### config.mk
export PLATFORM = sky130hd
export DESIGN_NAME = multicycle_core
export DESIGN_NICKNAME = d
export VERILOG_FILES = /design/src/rtl/multicycle_core.sv
export SDC_FILE = /design/constraint.sdc
export NUM_CORES = 2
export LEC_CHECK = 0
export CAP_MARGIN = 20
export CORE_AREA = 2 2 377 379
export DETAILED_ROUTE_END_ITERATION = 6
export DIE_AREA = 0 0 379 381
export PLACE_DENSITY_LB_ADDON = 0.2
export SYNTH_ARGS = -nofsm -noshare
export SYNTH_HDL_FRONTEND = slang
export SYNTH_SLANG_ARGS = --single-unit
### constraint.sdc
create_clock -name clk -period 10.1 [get_ports clk]
set_clock_uncertainty 0.05 [all_clocks]
set_input_delay 2.02 -clock clk [delete_from_list [all_inputs] [get_ports clk]]
set_output_delay 2.02 -clock clk [all_outputs]
set_load 0.02 [all_outputs]
### src/rtl/multicycle_core.sv
// rtl/multicycle_core.sv - multi-cycle RV32I-subset core: fetch/decode/execute/writeback FSM with fetch handshake

module decoder (
  input  logic [31:0] instr,
  output logic [4:0]  rs1,
  output logic [4:0]  rs2,
  output logic [4:0]  rd,
  output logic [31:0] imm,
  output logic [3:0]  alu_op,
  output logic        alumux1,
  output logic        alumux2
);
  localparam logic [6:0] OPC_OP_IMM = 7'h13;
  localparam logic [6:0] OPC_OP     = 7'h33;
  localparam logic [6:0] OPC_LUI    = 7'h37;
  localparam logic [6:0] OPC_AUIPC  = 7'h17;
  localparam logic [3:0] ALU_PASSB  = 4'b1111;

  logic [2:0] funct3;

  always_comb begin
    funct3  = instr[14:12];
    rs1     = instr[19:15];
    rs2     = instr[24:20];
    rd      = 5'd0;
    imm     = {{20{instr[31]}}, instr[31:20]};
    alu_op  = 4'b0000;
    alumux1 = 1'b0;
    alumux2 = 1'b1;
    // Unsupported opcodes keep rd=0 so they retire as no-ops.
    case (instr[6:0])
      OPC_OP_IMM: begin
        rd     = instr[11:7];
        alu_op = {(funct3 == 3'b101) && instr[30], funct3};
      end
      OPC_OP: begin
        rd      = instr[11:7];
        alumux2 = 1'b0;
        alu_op  = {((funct3 == 3'b000) || (funct3 == 3'b101)) && instr[30], funct3};
      end
      OPC_LUI: begin
        rd     = instr[11:7];
        imm    = {instr[31:12], 12'd0};
        alu_op = ALU_PASSB;
      end
      OPC_AUIPC: begin
        rd      = instr[11:7];
        imm     = {instr[31:12], 12'd0};
        alumux1 = 1'b1;
      end
      default: ;
    endcase
  end
endmodule

module alu (
  input  logic [3:0]  op,
  input  logic [31:0] a,
  input  logic [31:0] b,
  output logic [31:0] y
);
  logic signed [31:0] a_s;

  always_comb begin
    a_s = a;
    case (op)
      4'b0000: y = a + b;
      4'b1000: y = a - b;
      4'b0001: y = a << b[4:0];
      4'b0010: y = {31'd0, $signed(a) < $signed(b)};
      4'b0011: y = {31'd0, a < b};
      4'b0100: y = a ^ b;
      4'b0101: y = a >> b[4:0];
      4'b1101: y = a_s >>> b[4:0];
      4'b0110: y = a | b;
      4'b0111: y = a & b;
      4'b1111: y = b;
      default: y = a + b;
    endcase
  end
endmodule

module regfile (
  input  logic        clk,
  input  logic [4:0]  read_addr1,
  input  logic [4:0]  read_addr2,
  input  logic [4:0]  write_addr,
  input  logic [31:0] write_data,
  output logic [31:0] read_data1,
  output logic [31:0] read_data2,
  output logic [31:0] x1_data
);
  logic [31:0] regs [32];

  // No reset: architectural registers survive a core reset.
  always_ff @(posedge clk) begin
    if (write_addr != 5'd0) regs[write_addr] <= write_data;
  end

  assign read_data1 = (read_addr1 == 5'd0) ? 32'd0 : regs[read_addr1];
  assign read_data2 = (read_addr2 == 5'd0) ? 32'd0 : regs[read_addr2];
  assign x1_data    = regs[1];
endmodule

module multicycle_core #(
  parameter logic [31:0] PC_RESET = 32'h0000_0000,
  parameter logic [31:0] PC_STEP  = 32'd4,
  parameter int          IMEM_AW  = 8,
  parameter int          TIMEOUT  = 16,
  parameter int          RET_W    = 32
) (
  input  logic               clk,
  input  logic               rst,
  output logic               imem_req,
  output logic [IMEM_AW-1:0] imem_addr,
  input  logic               imem_valid,
  input  logic [31:0]        imem_data,
  input  logic               halt,
  input  logic               step,
  output logic [31:0]        pc_address,
  output logic [31:0]        alu_output,
  output logic [31:0]        reg1_output,
  output logic               retire,
  output logic [RET_W-1:0]   retired,
  output logic               halted,
  output logic               fault
);
  localparam int WAIT_W = (TIMEOUT > 1) ? $clog2(TIMEOUT) : 1;
  localparam logic [WAIT_W-1:0] WAIT_LAST = WAIT_W'((TIMEOUT > 0) ? TIMEOUT - 1 : 0);

  typedef enum logic [2:0] {
    S_FETCH, S_DECODE, S_EXECUTE, S_WRITEBACK, S_HALT, S_FAULT
  } state_t;

  state_t            state;
  logic [31:0]       pc;
  logic [31:0]       ir;
  logic [31:0]       aluout;
  logic [WAIT_W-1:0] wait_cnt;

  logic [4:0]  rs1, rs2, rd;
  logic [31:0] imm, rs1_data, rs2_data, op1, op2, alu_y;
  logic [3:0]  alu_op;
  logic        alumux1, alumux2;
  logic [4:0]  write_addr;

  decoder u_decoder (
    .instr(ir), .rs1(rs1), .rs2(rs2), .rd(rd), .imm(imm),
    .alu_op(alu_op), .alumux1(alumux1), .alumux2(alumux2)
  );

  assign write_addr = (state == S_WRITEBACK) ? rd : 5'd0;

  regfile u_regfile (
    .clk(clk), .read_addr1(rs1), .read_addr2(rs2),
    .write_addr(write_addr), .write_data(aluout),
    .read_data1(rs1_data), .read_data2(rs2_data), .x1_data(reg1_output)
  );

  assign op1 = alumux1 ? pc : rs1_data;
  assign op2 = alumux2 ? imm : rs2_data;

  alu u_alu (.op(alu_op), .a(op1), .b(op2), .y(alu_y));

  // Gated by rst so the request drops during reset yet rises in the first cycle after release.
  assign imem_req   = rst && (state == S_FETCH);
  assign imem_addr  = pc[IMEM_AW+1:2];
  assign pc_address = pc;
  assign alu_output = aluout;

  always_ff @(posedge clk or negedge rst) begin
    if (!rst) begin
      state    <= S_FETCH;
      pc       <= PC_RESET;
      ir       <= 32'd0;
      aluout   <= 32'd0;
      retired  <= '0;
      retire   <= 1'b0;
      halted   <= 1'b0;
      fault    <= 1'b0;
      wait_cnt <= '0;
    end else begin
      retire <= 1'b0;
      case (state)
        S_FETCH: begin
          if (imem_valid) begin
            ir       <= imem_data;
            wait_cnt <= '0;
            state    <= S_DECODE;
          end else if (TIMEOUT != 0 && wait_cnt == WAIT_LAST) begin
            wait_cnt <= '0;
            fault    <= 1'b1;
            state    <= S_FAULT;
          end else begin
            wait_cnt <= wait_cnt + 1'b1;
          end
        end
        S_DECODE: state <= S_EXECUTE;
        S_EXECUTE: begin
          aluout <= alu_y;
          retire <= 1'b1;
          state  <= S_WRITEBACK;
        end
        S_WRITEBACK: begin
          pc      <= pc + PC_STEP;
          retired <= retired + 1'b1;
          if (halt) begin
            halted <= 1'b1;
            state  <= S_HALT;
          end else begin
            state  <= S_FETCH;
          end
        end
        S_HALT: begin
          if (!halt || step) begin
            halted <= 1'b0;
            state  <= S_FETCH;
          end
        end
        S_FAULT: ;
        default: state <= S_FETCH;
      endcase
    end
  end
endmodule

Word-level counts from Yosys, hierarchy flattened
Memory sizes are Yosys's and may differ from the RTL's.
Cells that the tools add are included.
- add/sub/neg operators: 5
- $lt $le $gt $ge: 2
- eq/ne operators: 24
- shift operators: 3
- multiplexer cells: 23
- bitwise logic cells: 5
- reduce and logical (&&, ||, !) cells: 18
- operators by type and width (cell ; count):
    $pmux 32 s10 ; 1
    $mux 32 ; 4
    $lt 32x32->1 ; 2
    $add 32x1->32 const B ; 1
    $add 32x3->32 const B ; 1
    $add 32x32->32 ; 1
    $and 32x32->32 ; 1
    $or 32x32->32 ; 1
    $shl 32x5->32 ; 1
    $shr 32x5->32 ; 1
    $sshr 32x5->32 ; 1
    $sub 32x32->32 ; 1
    $xor 32x32->32 ; 1
    $mux 31 ; 1
    $pmux 3 s6 ; 1
    $eq 4x3->1 const B ; 4
    $eq 4x4->1 const B ; 4
    $eq 7x5->1 const B ; 2
    $eq 7x6->1 const B ; 2
    $mux 3 ; 4
    $pmux 4 s3 ; 1
    $logic_not 5->1 ; 2
    $mux 5 ; 2
    $eq 3x3->1 const B ; 3
    other kinds (21) ; 37
- bits in registers: 138
- memory bits (writable): 1024
- bits of input ports: 37
- output and inout bits: 140
- logic and storage cells: 90
- memories kept: 1
- memories (memory ; depth ; bits a word ; read ports ; clocked after Yosys merged registers in ; wr ports ; line ; source):
    u_regfile.regs ; 32 ; 32 ; 3 ; 0 ; 1 ; 93 ; logic [31:0] regs [32];

Logic depth before layout (Yosys ltp)
- depth in word-level cells: 7
- mapped depth: 28
- gate-level depth less buffers: 18

Hierarchy
A second synthesis with hierarchy kept.
- cells, all modules: 4251
- area total of the unflattened synthesis: 63022.9 um2
- by module, submodules not included (module ; instances ; cells an instance ; area each (um2)):
    regfile ; 1 ; 2400 ; 47540.6
    alu ; 1 ; 1253 ; 8390.5
    multicycle_core ; 1 ; 527 ; 6596.3
    decoder ; 1 ; 71 ; 495.5

Worst setup path before layout
Ideal clock, no wire load.
- path kind: reg2reg
- start: register ir[20]
- end: register aluout[29] (netlist: alu_output[29])
- data arrival time: 5.943 ns
- data required time: 9.983 ns
- slack: 4.040 ns
- cell stages (with the launch flop): 26
- period minus slack after synthesis: 6.060 ns
- cell sequence: dfrtp_1 -> buf_6 -> buf_6 -> buf_8 -> buf_6 -> buf_6 -> buf_6 -> buf_4 -> buf_4 -> buf_2 -> mux4_2 -> mux4_2 -> nand2_1 -> o221ai_1 -> a22o_1 -> ha_1 -> clkbuf_1 -> o21a_1 -> nor2_1 -> a2111oi_0 -> nor2_1 -> o21bai_1 -> a21oi_1 -> or4b_2 -> a21oi_1 -> o32a_1
- cells in the longest elaborated chain, start to end: 5
- ends and longest elaborated chain (what ; line ; source):
    from (decl) ; 137 ; logic [31:0] ir;
    from (signal assigned) ; 187 ; ir <= imem_data;
    $mem_v2 32x32 or $logic_not 5->1 (tied branches) ; -- ;
    $mux 32 ; 101 ; assign read_data2 = (read_addr2 == 5'd0) ? 32'd0 : regs[read_addr2];
    $mux 32 (*) ; 161 ; assign op2 = alumux2 ? imm : rs2_data;
    $add 32x32->32 (tied with other cells) ; 67, 78 ;
    $pmux 32 s10 (*) ; 66 ; case (op)
    to (signal assigned) ; 200 ; aluout <= alu_y;
    to (decl) ; 138 ; logic [31:0] aluout;
Mark *: on every way between the ends. The rest lies on a longest branch, timed or not.
A chain may end at the register's enable or synchronous reset.

Worst setup path after layout
Same ends and word-level chain as after synthesis.

==> out/results.tsv <==
stage	metric	value	unit
status	status	completed	
power_and_ir_drop	pwr dens	384.9	nW/um^2
setup_path	crit path kind	reg2reg	
layout	commonest non-fill, non-tap cell in the layout	edfxtp_1	
clocking	clk root buf	clkbuf_16	
drt	WL/cell	38.04	um
sta	f_max	130.4	MHz
yosys	area leader, netlist	edfxtp_1	
hold_path	worst hold path class	reg2reg	
sta	final hold vios	0	
sta	worst slew pin tran	1.147	ns
floorplanning	Initial Util	0.4469	
clocking	CTS H-tree depth	4	
setup_path	Slowest-stage cell, CP	dfrtp_4	
global_routing	first-pass GRT wire length	337500	um
setup_path	critical path fanouts, max	59	
setup_path	Critical path buffers and inverters	3	
clocking	Longest Clk Path Bufs	3	
yosys	Synth Instances	4220	
clocking	CTS tree	yes	
yosys	sequential share of the synthesized area	0.5437	
drt	TritonRoute pass-1 iters	6	
power_and_ir_drop	Clock Power Share	0.175	
setup_path	worst stage delay on the critical path	0.94	ns
sta	Final min period	7.671	ns
drt	final WL	244100	um
sta	Final Max Slew Viols	0	
setup_path	critical path arrival	8.25	ns
yosys	Mean Syn Cell Area	14.88	sq um
sta	TNS Setup	0	ns
yosys	YS warnings	0	
setup_path	Worst R2R Setup Slack	2.43	ns
yosys	post-synthesis register bit count	1160	
yosys	Synth area leaders	edfxtp_1 (49%), mux4_2 (19%), dfrtp_1 (5.4%), mux2i_1 (3.7%), ha_1 (2.0%)	
drt	vias	44700	
yosys	Post-synth EDFFs	1024	
power_and_ir_drop	Tot Pwr	27530	uW
setup_path	CP cell instances	buf_12 -> buf_4 -> mux4_2 -> mux4_2 -> mux2i_1 -> nor2_1 -> a21o_1 -> ha_1 -> inv_1 -> a21o_1 -> a2111oi_0 -> a211oi_1 -> nor4b_1 -> a21oi_1 -> a21bo_2 -> a21oi_1 -> mux2i_1 -> o32a_1	
sta	RSZ-0062 raised after global routing	no	
setup_path	CP required	10.68	ns
clocking	clock sinks	1160	
global_routing	initial antenna violation count	19	
place	DP HPWL	159400	um
power_and_ir_drop	peak supply drop	0.0002518	V
global_routing	gr usage total	0.3362	
setup_path	crit-path leading delay family	compound AO/OA/AOI/OAI gates	
flow_run	reported max-cap violation count	0	
place	DP Area	67130	sq um
clocking	CTS Hold Bufs	0	
floorplanning	die width	379	um
drt	Initial DRC Count	7083	
power_and_ir_drop	P_sw	13110	uW
yosys	Netlist cell types	103	
layout	Area growth syn-to-layout	13.87	%
power_and_ir_drop	leakage power total	0.02406	uW
floorplanning	die area	144400	sq um
layout	nets@finish	4561	
power_and_ir_drop	switch share	0.4762	
yosys	share of the synthesized area in the top cell type	0.4896	
floorplanning	Die Span Y	381	um
place	GP Congestion	1.092	
setup_path	Worst setup SP type	flop	
global_routing	total grt overflow	0	
floorplanning	Core Rows	138	
place	port buffer count	174	
yosys	Post-Synthesis Cell Area	62810	sq um
layout	layout cells sized above 1	0.2310	
clocking	post_cts resized	0	
drt	DRC errors left	0	
layout	commonest cells after routing, fill and taps aside	edfxtp_1 (1024), mux4_2 (523), mux2i_1 (233), nor2_1 (218), a21oi_1 (183)	
clocking	setup bufs post-CTS	0	
global_routing	largest net degree at the start of global routing	106	
power_and_ir_drop	Int Pwr	14420	uW
sta	final worst-path cycle share	0.7595	
sta	setup violators final	0	
global_routing	vias in the first global route	42640	
layout	Finished Cell Area	71520	sq um
clocking	Worst-Skew Late Latency	0.79	ns
drt	DR vias/cell	6.965	
sta	relative slew slack	0.2136	
clocking	Reg clk slew, reported paths	0.07	ns
power_and_ir_drop	combinational share of power	0.588	
clocking	Num CTS Buffers	130	
drt	post-route antenna net violation count	0	
floorplanning	Boundary Pins	177	
yosys	Main synth FF type	edfxtp_1	
power_and_ir_drop	Seq pwr share	0.238	
setup_path	endpoint type of the worst setup path	flop	
yosys	fraction of registers with async set/reset	0.1172	
floorplanning	floorplan core area	140600	sq um
==> layer usage <==
metal  up-vias  routed length, um  global-route usage
met5         -                 66                   0
met4        10              14270              0.1703
met3       618              30130             0.08943
met2      3246             105300              0.4821
met1     23150              94340              0.4716
li1      17680                  -                   -
==> power by group through the flow <==
stage          logic, uW  clock network (uW)  registers, uW
2_1_floorplan       9970                   0           6650
3_3_place_gp       15500                   0           6670
3_5_place_dp       15500                   0           6660
4_1_cts            15500                4870           6560
5_1_grt            16700                5050           6580
6_report           16200                4810           6540
==> final cells by class <==
cell class	count	area, sq um
inverters	112	427.9
clock inverters	65	839.6
well taps	1890	2365
repair buffers	354	3244
multi-input cells	2664	26980
diodes	3	7.507
flip-flops and latches	1160	34180
clock buffers	169	3482
fillers	11890	69030
==> per-stage QoR <==
stage               cells  setup WS (ns)  utilization  hold WS [ns]
finish               6417          2.429       0.5089        0.4227
global route         6416          2.038       0.5089        0.4516
CTS                  6410          2.473       0.5084        0.4255
detailed placement   6176          2.562       0.4776        0.4114
global placement     6172          2.652       0.4771        0.4076
floorplan            4253          4.040            -        0.4178
==> flip-flops by register name, summed over array words and instances, names as in the netlist <==
name,count
u_regfile.regs,1024
alu_output,32
ir,32
retired,32
pc_address,30
wait_cnt,4
state,3
fault,1
halted,1
retire,1
==> path summary, 6_finish.rpt <==
path | startpoint | end | depth (start not counted)
hold / removal | fault | fault | 1
max in group asynchronous | rst | ir[6] | 3
setup / recovery | ir[20] | alu_output[29] | 18
hold reg to reg | fault | fault | 1
min in group asynchronous | rst | ir[21] | 1
setup reg to reg | ir[20] | alu_output[29] | 18
==> cells by family (layout without fill, tap and decap cells) <==
kind of cell / after synthesis / count (layout) / synth area share
flip-flops: 1160 / 1160 / 0.5437
AO/OA/AOI/OAI: 846 / 846 / 0.09574
multiplexers: 812 / 812 / 0.2353
AND/OR/NAND/NOR: 793 / 793 / 0.06026
buffers and inverters: 429 / 700 / 0.03382
adder cells (fa/ha/maj): 102 / 102 / 0.02032
XOR/XNOR: 77 / 77 / 0.01074
other: 1 / 37 / 0.00005970
==> Yosys cell counts, types with 18 or more instances <==
master,n
a21o_1,18
nand2_1,180
a22oi_1,76
clkbuf_1,150
dfrtp_1,136
buf_4,26
nand3_1,85
inv_1,103
o21ai_0,99
xor2_1,20
a22o_1,18
a211oi_1,43
o21bai_1,19
nor2b_1,29
buf_6,37
mux2_2,48
mux4_2,523
buf_1,27
nand4_1,31
a31oi_1,27
a2111oi_0,21
o22ai_1,60
o221ai_1,22
mux2i_1,233
a221oi_1,31
and3_1,18
o211ai_1,39
and2_1,18
buf_2,74
a211o_1,24
nor4_1,22
edfxtp_1,1024
xnor2_1,57
ha_1,102
nor3_1,66
nor2_1,254
a21oi_1,183
==> worst register-to-register path: cells and delay by family (launching register included) <==
family,cells,cell delay [ns]
AO/OA/AOI/OAI,8,2.53
buffers and inverters,3,1.47
multiplexers,4,1.38
flip-flops,1,0.94
AND/OR/NAND/NOR,2,0.73
adder cells (fa/ha/maj),1,0.41
No activity file was read; power rests on OpenSTA's default activity.
